$ cat src/rtl/vector_mem_ctrl_pkg.sv
// Shared definitions for the vector memory controller.
// Holds the data-cache command and status codes, the vsew element-size codes,
// the controller state encoding and small decode helpers for element size.
package vector_mem_ctrl_pkg;

  // Commands driven on cache_vis_signal.
  localparam logic [1:0] D_CACHE_NOP   = 2'b00;
  localparam logic [1:0] D_CACHE_LOAD  = 2'b01;
  localparam logic [1:0] D_CACHE_STORE = 2'b10;
  localparam logic [1:0] D_CACHE_REST  = 2'b11;

  // Status codes reported on d_cache_vis_status.
  localparam logic [1:0] D_CACHE_RESTING = 2'b00;
  localparam logic [1:0] D_CACHE_WORKING = 2'b01;
  localparam logic [1:0] D_CACHE_STALL   = 2'b10;
  localparam logic [1:0] L_S_FINISHED    = 2'b11;

  // vsew element-size codes.
  localparam logic [2:0] ONE_BYTE   = 3'b000;
  localparam logic [2:0] TWO_BYTE   = 3'b001;
  localparam logic [2:0] FOUR_BYTE  = 3'b010;
  localparam logic [2:0] EIGHT_BYTE = 3'b011;

  typedef enum logic [1:0] {
    StIdle,
    StIssue,
    StWait,
    StDone
  } vmc_state_e;

  // Only 1/2/4-byte elements fit a single cache access.
  function automatic logic type_legal(input logic [2:0] t);
    return (t == ONE_BYTE) || (t == TWO_BYTE) || (t == FOUR_BYTE);
  endfunction

  // log2 of the element size in bytes (only meaningful for legal types).
  function automatic logic [1:0] elem_shift(input logic [2:0] t);
    return t[1:0];
  endfunction

endpackage

$ cat src/rtl/vector_mem_ctrl_if.sv
// Bus bundle between the controller, the LSU and the data cache.
// master: environment side (LSU request + cache responses).
// slave : controller side (request acceptance, results, cache commands).
// Signals: req_* request fields and req_ready; result_vdata/done/err results;
// data_addr/data_type/cache_written_data/cache_vis_signal/length cache command;
// data/d_cache_vis_status cache response.
interface vector_mem_ctrl_if #(
  parameter int unsigned ADDR_WIDTH       = 17,
  parameter int unsigned DATA_LEN         = 32,
  parameter int unsigned VECTOR_SIZE      = 8,
  parameter int unsigned ENTRY_INDEX_SIZE = 3
) ();

  logic                            req_valid;
  logic                            req_ready;
  logic                            req_is_store;
  logic                            req_is_vector;
  logic [ADDR_WIDTH-1:0]           req_addr;
  logic [2:0]                      req_data_type;
  logic [ENTRY_INDEX_SIZE:0]       req_vl;
  logic [VECTOR_SIZE-1:0]          req_mask;
  logic [DATA_LEN*VECTOR_SIZE-1:0] req_vdata;
  logic [DATA_LEN*VECTOR_SIZE-1:0] result_vdata;
  logic                            done;
  logic                            err;
  logic [ADDR_WIDTH-1:0]           data_addr;
  logic [2:0]                      data_type;
  logic [DATA_LEN-1:0]             cache_written_data;
  logic [1:0]                      cache_vis_signal;
  logic [ENTRY_INDEX_SIZE:0]       length;
  logic [DATA_LEN-1:0]             data;
  logic [1:0]                      d_cache_vis_status;

  modport master (
    output req_valid, req_is_store, req_is_vector, req_addr, req_data_type, req_vl, req_mask,
           req_vdata, data, d_cache_vis_status,
    input  req_ready, result_vdata, done, err, data_addr, data_type, cache_written_data,
           cache_vis_signal, length
  );

  modport slave (
    input  req_valid, req_is_store, req_is_vector, req_addr, req_data_type, req_vl, req_mask,
           req_vdata, data, d_cache_vis_status,
    output req_ready, result_vdata, done, err, data_addr, data_type, cache_written_data,
           cache_vis_signal, length
  );

endinterface

$ cat src/rtl/vmc_next_elem.sv
// Priority search for the lowest enabled element index >= start and < vl.
// Ports: start (search origin), vl (element count), mask (per-element enable),
// found (an element exists), idx (its index, 0 when none).
module vmc_next_elem #(
  parameter int unsigned VECTOR_SIZE      = 8,
  parameter int unsigned ENTRY_INDEX_SIZE = 3
) (
  input  logic [ENTRY_INDEX_SIZE:0]   start,
  input  logic [ENTRY_INDEX_SIZE:0]   vl,
  input  logic [VECTOR_SIZE-1:0]      mask,
  output logic                        found,
  output logic [ENTRY_INDEX_SIZE-1:0] idx
);

  typedef logic [ENTRY_INDEX_SIZE:0]   cnt_t;
  typedef logic [ENTRY_INDEX_SIZE-1:0] idx_t;

  // Scan downwards so the lowest qualifying index is the last one written.
  always_comb begin
    found = 1'b0;
    idx   = '0;
    for (int i = VECTOR_SIZE - 1; i >= 0; i--) begin
      if (mask[i] && (cnt_t'(i) >= start) && (cnt_t'(i) < vl)) begin
        found = 1'b1;
        idx   = idx_t'(i);
      end
    end
  end

endmodule

$ cat src/rtl/vector_mem_ctrl.sv
// Vector memory controller: splits one scalar or unit-stride vector load/store
// into single-element data-cache accesses, gathers load data into result_vdata.
// Ports: clk, rst_n (synchronous, active-low), bus (vector_mem_ctrl_if.slave).
// Optional feature: define VECTOR_MEM_CTRL_MASK_EN to skip elements whose
// req_mask bit is 0; otherwise every element below vl is accessed.
module vector_mem_ctrl
  import vector_mem_ctrl_pkg::*;
#(
  parameter int unsigned ADDR_WIDTH       = 17,
  parameter int unsigned DATA_LEN         = 32,
  parameter int unsigned VECTOR_SIZE      = 8,
  parameter int unsigned ENTRY_INDEX_SIZE = 3
) (
  input logic              clk,
  input logic              rst_n,
  vector_mem_ctrl_if.slave bus
);

  typedef logic [ENTRY_INDEX_SIZE:0]   cnt_t;
  typedef logic [ENTRY_INDEX_SIZE-1:0] idx_t;

  vmc_state_e                      state_q, state_d;
  logic                            is_store_q, is_store_d;
  logic [ADDR_WIDTH-1:0]           base_q, base_d;
  logic [2:0]                      type_q, type_d;
  cnt_t                            vl_q, vl_d;
  logic [VECTOR_SIZE-1:0]          mask_q, mask_d;
  idx_t                            idx_q, idx_d;
  logic [DATA_LEN*VECTOR_SIZE-1:0] result_q, result_d;
  logic                            err_q, err_d;
  logic [1:0]                      vis_q, vis_d;
  logic [ADDR_WIDTH-1:0]           daddr_q, daddr_d;
  logic [2:0]                      dtype_q, dtype_d;
  logic [DATA_LEN-1:0]             wdata_q, wdata_d;

  cnt_t                   req_vl_eff;
  logic [VECTOR_SIZE-1:0] req_mask_eff;
  cnt_t                   ne_start, ne_vl;
  logic [VECTOR_SIZE-1:0] ne_mask;
  logic                   ne_found;
  idx_t                   ne_idx;

  function automatic logic [ADDR_WIDTH-1:0] elem_addr(input logic [ADDR_WIDTH-1:0] base,
                                                      input idx_t i, input logic [2:0] t);
    return base + (ADDR_WIDTH'(i) << elem_shift(t));
  endfunction

  // Scalars behave as vl=1 with only lane 0 enabled.
  always_comb begin
    if (!bus.req_is_vector) begin
      req_vl_eff = cnt_t'(1);
    end else if (bus.req_vl > cnt_t'(VECTOR_SIZE)) begin
      req_vl_eff = cnt_t'(VECTOR_SIZE);
    end else begin
      req_vl_eff = bus.req_vl;
    end
  end

`ifdef VECTOR_MEM_CTRL_MASK_EN
  assign req_mask_eff = bus.req_is_vector ? bus.req_mask : VECTOR_SIZE'(1);
`else
  logic unused_mask;
  assign unused_mask  = ^bus.req_mask;
  assign req_mask_eff = '1;
`endif

  // In IDLE the search runs on the incoming request from element 0;
  // afterwards it continues from the element just completed.
  assign ne_start = (state_q == StIdle) ? '0 : cnt_t'(idx_q) + cnt_t'(1);
  assign ne_vl    = (state_q == StIdle) ? req_vl_eff : vl_q;
  assign ne_mask  = (state_q == StIdle) ? req_mask_eff : mask_q;

  vmc_next_elem #(
    .VECTOR_SIZE     (VECTOR_SIZE),
    .ENTRY_INDEX_SIZE(ENTRY_INDEX_SIZE)
  ) u_next_elem (
    .start(ne_start),
    .vl   (ne_vl),
    .mask (ne_mask),
    .found(ne_found),
    .idx  (ne_idx)
  );

  always_comb begin
    state_d    = state_q;
    is_store_d = is_store_q;
    base_d     = base_q;
    type_d     = type_q;
    vl_d       = vl_q;
    mask_d     = mask_q;
    idx_d      = idx_q;
    result_d   = result_q;
    err_d      = err_q;
    vis_d      = vis_q;
    daddr_d    = daddr_q;
    dtype_d    = dtype_q;
    wdata_d    = wdata_q;

    unique case (state_q)
      StIdle: begin
        vis_d = D_CACHE_NOP;
        if (bus.req_valid) begin
          is_store_d = bus.req_is_store;
          base_d     = bus.req_addr;
          type_d     = bus.req_data_type;
          vl_d       = req_vl_eff;
          mask_d     = req_mask_eff;
          idx_d      = ne_idx;
          result_d   = bus.req_vdata;
          err_d      = !type_legal(bus.req_data_type);
          if (!type_legal(bus.req_data_type) || !ne_found) begin
            state_d = StDone;
          end else begin
            state_d = StIssue;
            vis_d   = bus.req_is_store ? D_CACHE_STORE : D_CACHE_LOAD;
            daddr_d = elem_addr(bus.req_addr, ne_idx, bus.req_data_type);
            dtype_d = bus.req_data_type;
            wdata_d = bus.req_vdata[ne_idx*DATA_LEN +: DATA_LEN];
          end
        end
      end
      StIssue: begin
        if (bus.d_cache_vis_status == D_CACHE_RESTING) begin
          state_d = StWait;
          vis_d   = D_CACHE_NOP;
        end
      end
      StWait: begin
        if (bus.d_cache_vis_status == L_S_FINISHED) begin
          if (!is_store_q) begin
            result_d[idx_q*DATA_LEN +: DATA_LEN] = bus.data;
          end
          if (ne_found) begin
            state_d = StIssue;
            idx_d   = ne_idx;
            vis_d   = is_store_q ? D_CACHE_STORE : D_CACHE_LOAD;
            daddr_d = elem_addr(base_q, ne_idx, type_q);
            // For stores result_q still equals the source vector.
            wdata_d = result_q[ne_idx*DATA_LEN +: DATA_LEN];
          end else begin
            state_d = StDone;
          end
        end
      end
      StDone: begin
        state_d = StIdle;
      end
      default: begin
        state_d = StIdle;
      end
    endcase
  end

  always_ff @(posedge clk) begin
    if (!rst_n) begin
      state_q    <= StIdle;
      is_store_q <= 1'b0;
      base_q     <= '0;
      type_q     <= '0;
      vl_q       <= '0;
      mask_q     <= '0;
      idx_q      <= '0;
      result_q   <= '0;
      err_q      <= 1'b0;
      vis_q      <= D_CACHE_NOP;
      daddr_q    <= '0;
      dtype_q    <= '0;
      wdata_q    <= '0;
    end else begin
      state_q    <= state_d;
      is_store_q <= is_store_d;
      base_q     <= base_d;
      type_q     <= type_d;
      vl_q       <= vl_d;
      mask_q     <= mask_d;
      idx_q      <= idx_d;
      result_q   <= result_d;
      err_q      <= err_d;
      vis_q      <= vis_d;
      daddr_q    <= daddr_d;
      dtype_q    <= dtype_d;
      wdata_q    <= wdata_d;
    end
  end

  assign bus.req_ready          = (state_q == StIdle);
  assign bus.done               = (state_q == StDone);
  assign bus.err                = err_q;
  assign bus.result_vdata       = result_q;
  assign bus.cache_vis_signal   = vis_q;
  assign bus.data_addr          = daddr_q;
  assign bus.data_type          = dtype_q;
  assign bus.cache_written_data = wdata_q;
  assign bus.length             = cnt_t'(1);

endmodule

$ cat src/flat_wrapper.sv
// flat-port wrapper written by rule: the top's interface ports become plain ports
module vector_mem_ctrl_flat import vector_mem_ctrl_pkg::*;
#(
  parameter int unsigned ADDR_WIDTH       = 17,
  parameter int unsigned DATA_LEN         = 32,
  parameter int unsigned VECTOR_SIZE      = 8,
  parameter int unsigned ENTRY_INDEX_SIZE = 3
)
  (clk, rst_n, bus_req_valid, bus_req_is_store, bus_req_is_vector, bus_req_addr, bus_req_data_type, bus_req_vl, bus_req_mask, bus_req_vdata, bus_data, bus_d_cache_vis_status, bus_req_ready, bus_result_vdata, bus_done, bus_err, bus_data_addr, bus_data_type, bus_cache_written_data, bus_cache_vis_signal, bus_length);
  vector_mem_ctrl_if #(.ADDR_WIDTH(ADDR_WIDTH), .DATA_LEN(DATA_LEN), .VECTOR_SIZE(VECTOR_SIZE), .ENTRY_INDEX_SIZE(ENTRY_INDEX_SIZE)) bus_i ();
  input logic clk;
  input logic rst_n;
  input wire logic [$bits(bus_i.req_valid)-1:0] bus_req_valid;
  input wire logic [$bits(bus_i.req_is_store)-1:0] bus_req_is_store;
  input wire logic [$bits(bus_i.req_is_vector)-1:0] bus_req_is_vector;
  input wire logic [$bits(bus_i.req_addr)-1:0] bus_req_addr;
  input wire logic [$bits(bus_i.req_data_type)-1:0] bus_req_data_type;
  input wire logic [$bits(bus_i.req_vl)-1:0] bus_req_vl;
  input wire logic [$bits(bus_i.req_mask)-1:0] bus_req_mask;
  input wire logic [$bits(bus_i.req_vdata)-1:0] bus_req_vdata;
  input wire logic [$bits(bus_i.data)-1:0] bus_data;
  input wire logic [$bits(bus_i.d_cache_vis_status)-1:0] bus_d_cache_vis_status;
  output wire logic [$bits(bus_i.req_ready)-1:0] bus_req_ready;
  output wire logic [$bits(bus_i.result_vdata)-1:0] bus_result_vdata;
  output wire logic [$bits(bus_i.done)-1:0] bus_done;
  output wire logic [$bits(bus_i.err)-1:0] bus_err;
  output wire logic [$bits(bus_i.data_addr)-1:0] bus_data_addr;
  output wire logic [$bits(bus_i.data_type)-1:0] bus_data_type;
  output wire logic [$bits(bus_i.cache_written_data)-1:0] bus_cache_written_data;
  output wire logic [$bits(bus_i.cache_vis_signal)-1:0] bus_cache_vis_signal;
  output wire logic [$bits(bus_i.length)-1:0] bus_length;
  assign bus_i.req_valid = bus_req_valid;
  assign bus_i.req_is_store = bus_req_is_store;
  assign bus_i.req_is_vector = bus_req_is_vector;
  assign bus_i.req_addr = bus_req_addr;
  assign bus_i.req_data_type = bus_req_data_type;
  assign bus_i.req_vl = bus_req_vl;
  assign bus_i.req_mask = bus_req_mask;
  assign bus_i.req_vdata = bus_req_vdata;
  assign bus_i.data = bus_data;
  assign bus_i.d_cache_vis_status = bus_d_cache_vis_status;
  assign bus_req_ready = bus_i.req_ready;
  assign bus_result_vdata = bus_i.result_vdata;
  assign bus_done = bus_i.done;
  assign bus_err = bus_i.err;
  assign bus_data_addr = bus_i.data_addr;
  assign bus_data_type = bus_i.data_type;
  assign bus_cache_written_data = bus_i.cache_written_data;
  assign bus_cache_vis_signal = bus_i.cache_vis_signal;
  assign bus_length = bus_i.length;
  vector_mem_ctrl #(.ADDR_WIDTH(ADDR_WIDTH), .DATA_LEN(DATA_LEN), .VECTOR_SIZE(VECTOR_SIZE), .ENTRY_INDEX_SIZE(ENTRY_INDEX_SIZE)) u_core (.clk(clk), .rst_n(rst_n), .bus(bus_i));
endmodule
$ cat config.mk
export PLATFORM = sky130hd
export DESIGN_NAME = vector_mem_ctrl_flat
export DESIGN_NICKNAME = d
export VERILOG_FILES = /design/src/rtl/vector_mem_ctrl_pkg.sv /design/src/rtl/vector_mem_ctrl_if.sv /design/src/rtl/vmc_next_elem.sv /design/src/rtl/vector_mem_ctrl.sv /design/src/flat_wrapper.sv
export SDC_FILE = /design/constraint.sdc
export NUM_CORES = 1
export LEC_CHECK = 0
export ABC_AREA = 1
export BUFFER_PORTS_ARGS = -buffer_cell sky130_fd_sc_hd__buf_2
export CORE_AREA = 3 3 248 250
export CTS_BUF_LIST = sky130_fd_sc_hd__clkbuf_4 sky130_fd_sc_hd__clkbuf_8 sky130_fd_sc_hd__clkbuf_16
export CTS_CLUSTER_SIZE = 10
export DETAILED_ROUTE_END_ITERATION = 8
export DIE_AREA = 0 0 251 253
export GPL_TIMING_DRIVEN = 0
export SLEW_MARGIN = 20
export SYNTH_ARGS = -nofsm -noshare
export SYNTH_HDL_FRONTEND = slang
export SYNTH_SLANG_ARGS = --single-unit
$ cat constraint.sdc
create_clock -name clk -period 5.5 [get_ports clk]
set_input_delay 1.1 -clock clk [delete_from_list [all_inputs] [get_ports clk]]
set_output_delay 1.1 -clock clk [all_outputs]
set_load 0.05 [all_outputs]
==> report_table.html <==
<table>
<tr><th>Metric</th><th>Value</th></tr>
<tr><th colspan="2">Worst setup path</th></tr>
<tr><td>Number of cells on the worst reg-to-reg path</td><td>25</td></tr>
<tr><td>Buffers and inverters on the worst path</td><td>6</td></tr>
<tr><td>Critical Path End Type</td><td>flip-flop</td></tr>
<tr><td>Maximum net fanout on the critical path</td><td>10</td></tr>
<tr><td>Launching element type of the critical path</td><td>flip-flop</td></tr>
<tr><td>Most numerous cell on the critical path</td><td>sky130_fd_sc_hd__nor2_1</td></tr>
<tr><td>Critical Path Slowest Stage Cell</td><td>sky130_fd_sc_hd__clkbuf_1</td></tr>
<tr><td>CP max stage delay</td><td>0.85 ns</td></tr>
<tr><td>Required time at the worst-slack endpoint</td><td>5.97 ns</td></tr>
<tr><td>Worst EP arrival</td><td>5.75 ns</td></tr>
<tr><td>Worst reg-to-reg setup slack</td><td>0.23 ns</td></tr>
<tr><td>Type of the setup path with the least slack</td><td>reg -&gt; reg</td></tr>
<tr><td>Reg-to-reg critical path startpoint</td><td>u_core.idx_q[0]</td></tr>
<tr><td>Delay-heaviest family, CP</td><td>simple AND/OR/NAND/NOR gates</td></tr>
<tr><td>Endpoint of the worst register-to-register path</td><td>u_core.bus.data_addr[15]</td></tr>
<tr><th colspan="2">Route</th></tr>
<tr><td>Met1 wire length</td><td>50500 um</td></tr>
<tr><td>Total vias in the final route</td><td>28400</td></tr>
<tr><td>Remaining antenna violation count</td><td>0</td></tr>
<tr><td>Via density per instance</td><td>5.80</td></tr>
<tr><td>Detailed Routing Iterations Pass 1</td><td>6</td></tr>
<tr><td>Post-DR wirelength/cell</td><td>28.2 um</td></tr>
<tr><td>Met3 WL</td><td>17600 um</td></tr>
<tr><td>DRC violation count after routing</td><td>0</td></tr>
<tr><td>Uppermost metal layer occupied by signal nets</td><td>met5</td></tr>
<tr><td>Wirelength, routed</td><td>138000 um</td></tr>
<tr><td>Met2 wirelength from detailed routing</td><td>60200 um</td></tr>
<tr><td>Number of DRC violations after detailed-routing iteration 0</td><td>3406</td></tr>
<tr><th colspan="2">Power and ir drop</th></tr>
<tr><td>Pleak</td><td>13.2 nW</td></tr>
<tr><td>IR Drop Worst-Case VDD</td><td>0.000499 V</td></tr>
<tr><td>Power per unit of standard cell area</td><td>891 nW/um^2</td></tr>
<tr><td>Overall Power</td><td>23.6 mW</td></tr>
<tr><th colspan="2">Min path</th></tr>
<tr><td>Hold-critical path endpoint</td><td>u_core.bus.data_type[1]</td></tr>
<tr><td>Worst hold-check path type</td><td>reg -&gt; reg</td></tr>
<tr><td>Startpoint of the tightest hold check path</td><td>u_core.bus.data_type[1]</td></tr>
<tr><td>Number of instances on the worst hold path</td><td>2</td></tr>
<tr><th colspan="2">STA</th></tr>
<tr><td>Slew Limit Fails</td><td>0</td></tr>
<tr><td>Post-route clock period utilization</td><td>95.9%</td></tr>
<tr><td>Worst slack on hold paths</td><td>0.459 ns</td></tr>
<tr><td>Setup slack after layout</td><td>0.227 ns</td></tr>
<tr><td>Count of final setup violators</td><td>0</td></tr>
<tr><td>Transition time at the pin with the least slew margin</td><td>1.30 ns</td></tr>
<tr><td>Shortest clock period the worst path allows after layout</td><td>5.27 ns</td></tr>
<tr><td>Max Clock Freq</td><td>190 MHz</td></tr>
<tr><td>Final worst clock skew</td><td>0.0281 ns</td></tr>
<tr><td>Setup total negative slack</td><td>0 ns</td></tr>
<tr><td>Hold violation count in the final report</td><td>0</td></tr>
<tr><td>Worst relative slew slack</td><td>13.6%</td></tr>
<tr><td>RSZ-0062 raised after global routing</td><td>false</td></tr>
<tr><th colspan="2">Place</th></tr>
<tr><td>Pre-CTS setup slack</td><td>0.113 ns</td></tr>
<tr><td>Quantity of I/O buffers inserted on ports</td><td>627</td></tr>
<tr><td>Post-DP Area</td><td>25000 um^2</td></tr>
<tr><td>Placed wire-length estimate</td><td>112000 um</td></tr>
<tr><td>Placed Instances</td><td>4805</td></tr>
<tr><td>Weighted congestion reported at the end of routability-driven placement</td><td>1.06</td></tr>
<tr><th colspan="2">Clocking</th></tr>
<tr><td>Post-CTS clock slew at the launch and capture registers of the worst setup and hold paths</td><td>0.06 ns</td></tr>
<tr><td>Maximum level of the CTS H-tree</td><td>2</td></tr>
<tr><td>Clock tree from TritonCTS</td><td>built</td></tr>
<tr><td>Buffers from clock root to sink, at most</td><td>3</td></tr>
<tr><td>Sinks on Clock Net</td><td>341</td></tr>
<tr><td>Root Buffer</td><td>sky130_fd_sc_hd__clkbuf_16</td></tr>
<tr><td>Number of CTS-inserted buffers</td><td>44</td></tr>
<tr><td>Clock network latency to the later pin of the worst-skew pair</td><td>0.61 ns</td></tr>
<tr><th colspan="2">Global route</th></tr>
<tr><td>Remaining global-route overflow</td><td>0</td></tr>
<tr><td>Pin count of the biggest net entering global routing</td><td>12</td></tr>
<tr><td>Number of antenna violations at the first check in global routing</td><td>11</td></tr>
<tr><td>First-pass GRT wire length</td><td>188000 um</td></tr>
<tr><td>Overall track demand over capacity in global routing</td><td>41.0%</td></tr>
<tr><td>Vias in the first global route</td><td>25800</td></tr>
<tr><th colspan="2">Logic synthesis</th></tr>
<tr><td>Largest cells by area after synthesis</td><td>sky130_fd_sc_hd__dfxtp_1 33%, sky130_fd_sc_hd__nor2_1 9.7%, sky130_fd_sc_hd__a21oi_1 9.4%, sky130_fd_sc_hd__nand3_1 9.0%, sky130_fd_sc_hd__nand2_1 7.8%</td></tr>
<tr><td>Number of cells produced by synthesis</td><td>3403</td></tr>
<tr><td>Sequential share of the synthesized area</td><td>32.7%</td></tr>
<tr><td>Synthesized area per cell</td><td>6.13 um^2</td></tr>
<tr><td>Mapped cell area</td><td>20900 um^2</td></tr>
<tr><td>Portion of synthesized cell area occupied by the leading cell type</td><td>32.7%</td></tr>
<tr><td>Cell type with the largest total area after synthesis</td><td>sky130_fd_sc_hd__dfxtp_1</td></tr>
<tr><td>Prevailing post-synth register cell</td><td>sky130_fd_sc_hd__dfxtp_1</td></tr>
<tr><td>Share of flip-flops with an asynchronous set or reset</td><td>0%</td></tr>
<tr><td>Number of flops mapped to enable cells by yosys</td><td>0</td></tr>
<tr><td>Unique masters post-synth</td><td>43</td></tr>
<tr><td>Number of warnings issued by yosys</td><td>0</td></tr>
<tr><td>Number of synthesized register bits</td><td>341</td></tr>
<tr><th colspan="2">Layout</th></tr>
<tr><td>Most used cells in the layout excluding fill and tap cells</td><td>684 x sky130_fd_sc_hd__buf_2, 539 x sky130_fd_sc_hd__nor2_1, 435 x sky130_fd_sc_hd__nand2_1, 392 x sky130_fd_sc_hd__a21oi_1, 377 x sky130_fd_sc_hd__nand3_1</td></tr>
<tr><td>Area of all placed cells without fillers</td><td>26500 um^2</td></tr>
<tr><td>Number of nets at the end of the flow</td><td>4426</td></tr>
<tr><td>Area growth syn-to-layout</td><td>26.7%</td></tr>
<tr><td>Fin cells</td><td>4884</td></tr>
<tr><td>Final core utilization</td><td>44.7%</td></tr>
<tr><td>Most frequent standard cell in the layout excluding fill and tap cells</td><td>sky130_fd_sc_hd__buf_2</td></tr>
<tr><td>Share of layout cells above drive strength 1</td><td>20.2%</td></tr>
<tr><td>Count of fill cells added during filler insertion</td><td>6734</td></tr>
<tr><th colspan="2">Flow run</th></tr>
<tr><td>Max cap viols</td><td>0</td></tr>
<tr><th colspan="2">Run status</th></tr>
<tr><td>Status</td><td>completed</td></tr>
<tr><th colspan="2">Floorplan</th></tr>
<tr><td>Floorplan core area</td><td>59200 um^2</td></tr>
<tr><td>Initial core utilization</td><td>35.2%</td></tr>
<tr><td>Number of core rows</td><td>89</td></tr>
<tr><td>Die Area</td><td>63500 um^2</td></tr>
<tr><td>Chip Height</td><td>253 um</td></tr>
<tr><td>DIE WIDTH</td><td>251 um</td></tr>
<tr><td>Total I/O pin count</td><td>644</td></tr>
</table>
## cell usage after synthesis (4+ instances only)
| cell type | instances |
|---|---|
| sky130_fd_sc_hd__a31oi_1 | 45 |
| sky130_fd_sc_hd__clkinv_1 | 4 |
| sky130_fd_sc_hd__buf_4 | 14 |
| sky130_fd_sc_hd__xnor2_1 | 4 |
| sky130_fd_sc_hd__nand4_1 | 38 |
| sky130_fd_sc_hd__buf_6 | 7 |
| sky130_fd_sc_hd__ha_1 | 19 |
| sky130_fd_sc_hd__clkbuf_1 | 167 |
| sky130_fd_sc_hd__a21oi_1 | 392 |
| sky130_fd_sc_hd__nor2_1 | 539 |
| sky130_fd_sc_hd__buf_1 | 12 |
| sky130_fd_sc_hd__nand2_2 | 6 |
| sky130_fd_sc_hd__xor2_1 | 5 |
| sky130_fd_sc_hd__a21boi_0 | 15 |
| sky130_fd_sc_hd__nor2_4 | 6 |
| sky130_fd_sc_hd__dfxtp_1 | 341 |
| sky130_fd_sc_hd__inv_2 | 9 |
| sky130_fd_sc_hd__nand3_1 | 377 |
| sky130_fd_sc_hd__buf_2 | 57 |
| sky130_fd_sc_hd__nand2_1 | 435 |
| sky130_fd_sc_hd__a21oi_2 | 13 |
| sky130_fd_sc_hd__o21ai_1 | 40 |
| sky130_fd_sc_hd__nor2_2 | 7 |
| sky130_fd_sc_hd__inv_1 | 341 |
| sky130_fd_sc_hd__o21ai_0 | 316 |
| sky130_fd_sc_hd__nor3_1 | 168 |
## cell type report
| class | count | area (um^2) | area share, % |
|---|---|---|---|
| Clock buffer | 65 | 1340 | 5.08 |
| Antenna cell | 8 | 20.0 | 0.0757 |
| Clock inverter | 6 | 95.1 | 0.359 |
| Sequential cell | 341 | 6830 | 25.8 |
| Timing Repair Buffer | 627 | 3140 | 11.9 |
| Buffer | 257 | 1140 | 4.32 |
| Multi-Input combinational cell | 2452 | 11600 | 43.8 |
| Tap cell | 773 | 967 | 3.66 |
| Inverter | 355 | 1340 | 5.06 |
## registers in the layout, indices dropped and copies added, names as in the netlist
signal                         flops
u_core.bus.result_vdata          256
u_core.bus.cache_written_data     32
u_core.base_q                     17
u_core.bus.data_addr              17
u_core.vl_q                        4
u_core.bus.data_type               3
u_core.idx_q                       3
u_core.bus.cache_vis_signal        2
u_core.state_q                     2
u_core.type_q                      2
u_core.bus.err                     1
u_core.is_store_q                  1
u_core.mask_q                      1
## timing repair
action | in CTS | in global routing
hold buffers | 0 | 0
setup buffers | 0 | 0
setup endpoints to repair | 0 | 2
gates resized for setup | 0 | 2
## how the worst max path moves through the flow
stage	slack, ns	to	depth (start not counted)	from
floorplan	1.22	u_core.bus.data_addr[15]	27	bus_req_is_vector
global placement	0.12	u_core.bus.data_addr[15]	23	bus_req_is_vector
detailed placement	0.11	u_core.bus.data_addr[15]	23	bus_req_is_vector
CTS	0.31	u_core.bus.data_addr[11]	30	u_core.idx_q[0]
global route	0.04	u_core.bus.data_addr[15]	31	u_core.idx_q[0]
finish	0.23	u_core.bus.data_addr[15]	25	u_core.idx_q[0]
## worst reg2reg max path, stage by stage (launching register included)
cell and delay [ns]:
sky130_fd_sc_hd__dfxtp_1 0.36, sky130_fd_sc_hd__buf_6 0.18, sky130_fd_sc_hd__inv_1 0.08, sky130_fd_sc_hd__ha_1 0.31
sky130_fd_sc_hd__buf_2 0.24, sky130_fd_sc_hd__o21ai_0 0.18, sky130_fd_sc_hd__nor2_1 0.13, sky130_fd_sc_hd__nor2_1 0.05
sky130_fd_sc_hd__nand3_1 0.10, sky130_fd_sc_hd__nand2_1 0.07, sky130_fd_sc_hd__nor2_2 0.21, sky130_fd_sc_hd__nor2_4 0.15
sky130_fd_sc_hd__inv_2 0.33, sky130_fd_sc_hd__clkbuf_1 0.85, sky130_fd_sc_hd__nor3_1 0.22, sky130_fd_sc_hd__ha_1 0.38
sky130_fd_sc_hd__inv_1 0.06, sky130_fd_sc_hd__nor2_1 0.13, sky130_fd_sc_hd__nor2_1 0.06, sky130_fd_sc_hd__nor2_1 0.15
sky130_fd_sc_hd__nand2_1 0.12, sky130_fd_sc_hd__nor2_1 0.28, sky130_fd_sc_hd__nand2_1 0.16, sky130_fd_sc_hd__xnor2_1 0.15
sky130_fd_sc_hd__a21oi_1 0.17, sky130_fd_sc_hd__nor2_1 0.05
## logic make-up (layout without fill, tap and decap cells)
family          Yosys count  count (layout)  synth area share, %
simple gates           1584            1584                 32.8
compound gates          834             834                 20.9
buf+inv                 612            1310                 11.9
flops                   341             341                 32.7
fa+ha+maj                21              21                 1.33
xor+xnor                  9               9                0.378
other cells               2              12               0.0360
## power by group
part           total (mW)  internal (mW)  switching (mW)
Sequential           4.04           3.33           0.717
Clock                3.01           1.77            1.24
Combinational        16.5           3.64            12.9
Total                23.6           8.74            14.8
## metal layers
| metal | GRT usage, % | up-vias |
|---|---|---|
| met5 | 0 | - |
| met4 | 23.4 | 10 |
| met3 | 12.8 | 432 |
| met2 | 65.2 | 2072 |
| met1 | 49.3 | 13200 |
| li1 | - | 12600 |
Power figures use the tool's default switching activity.
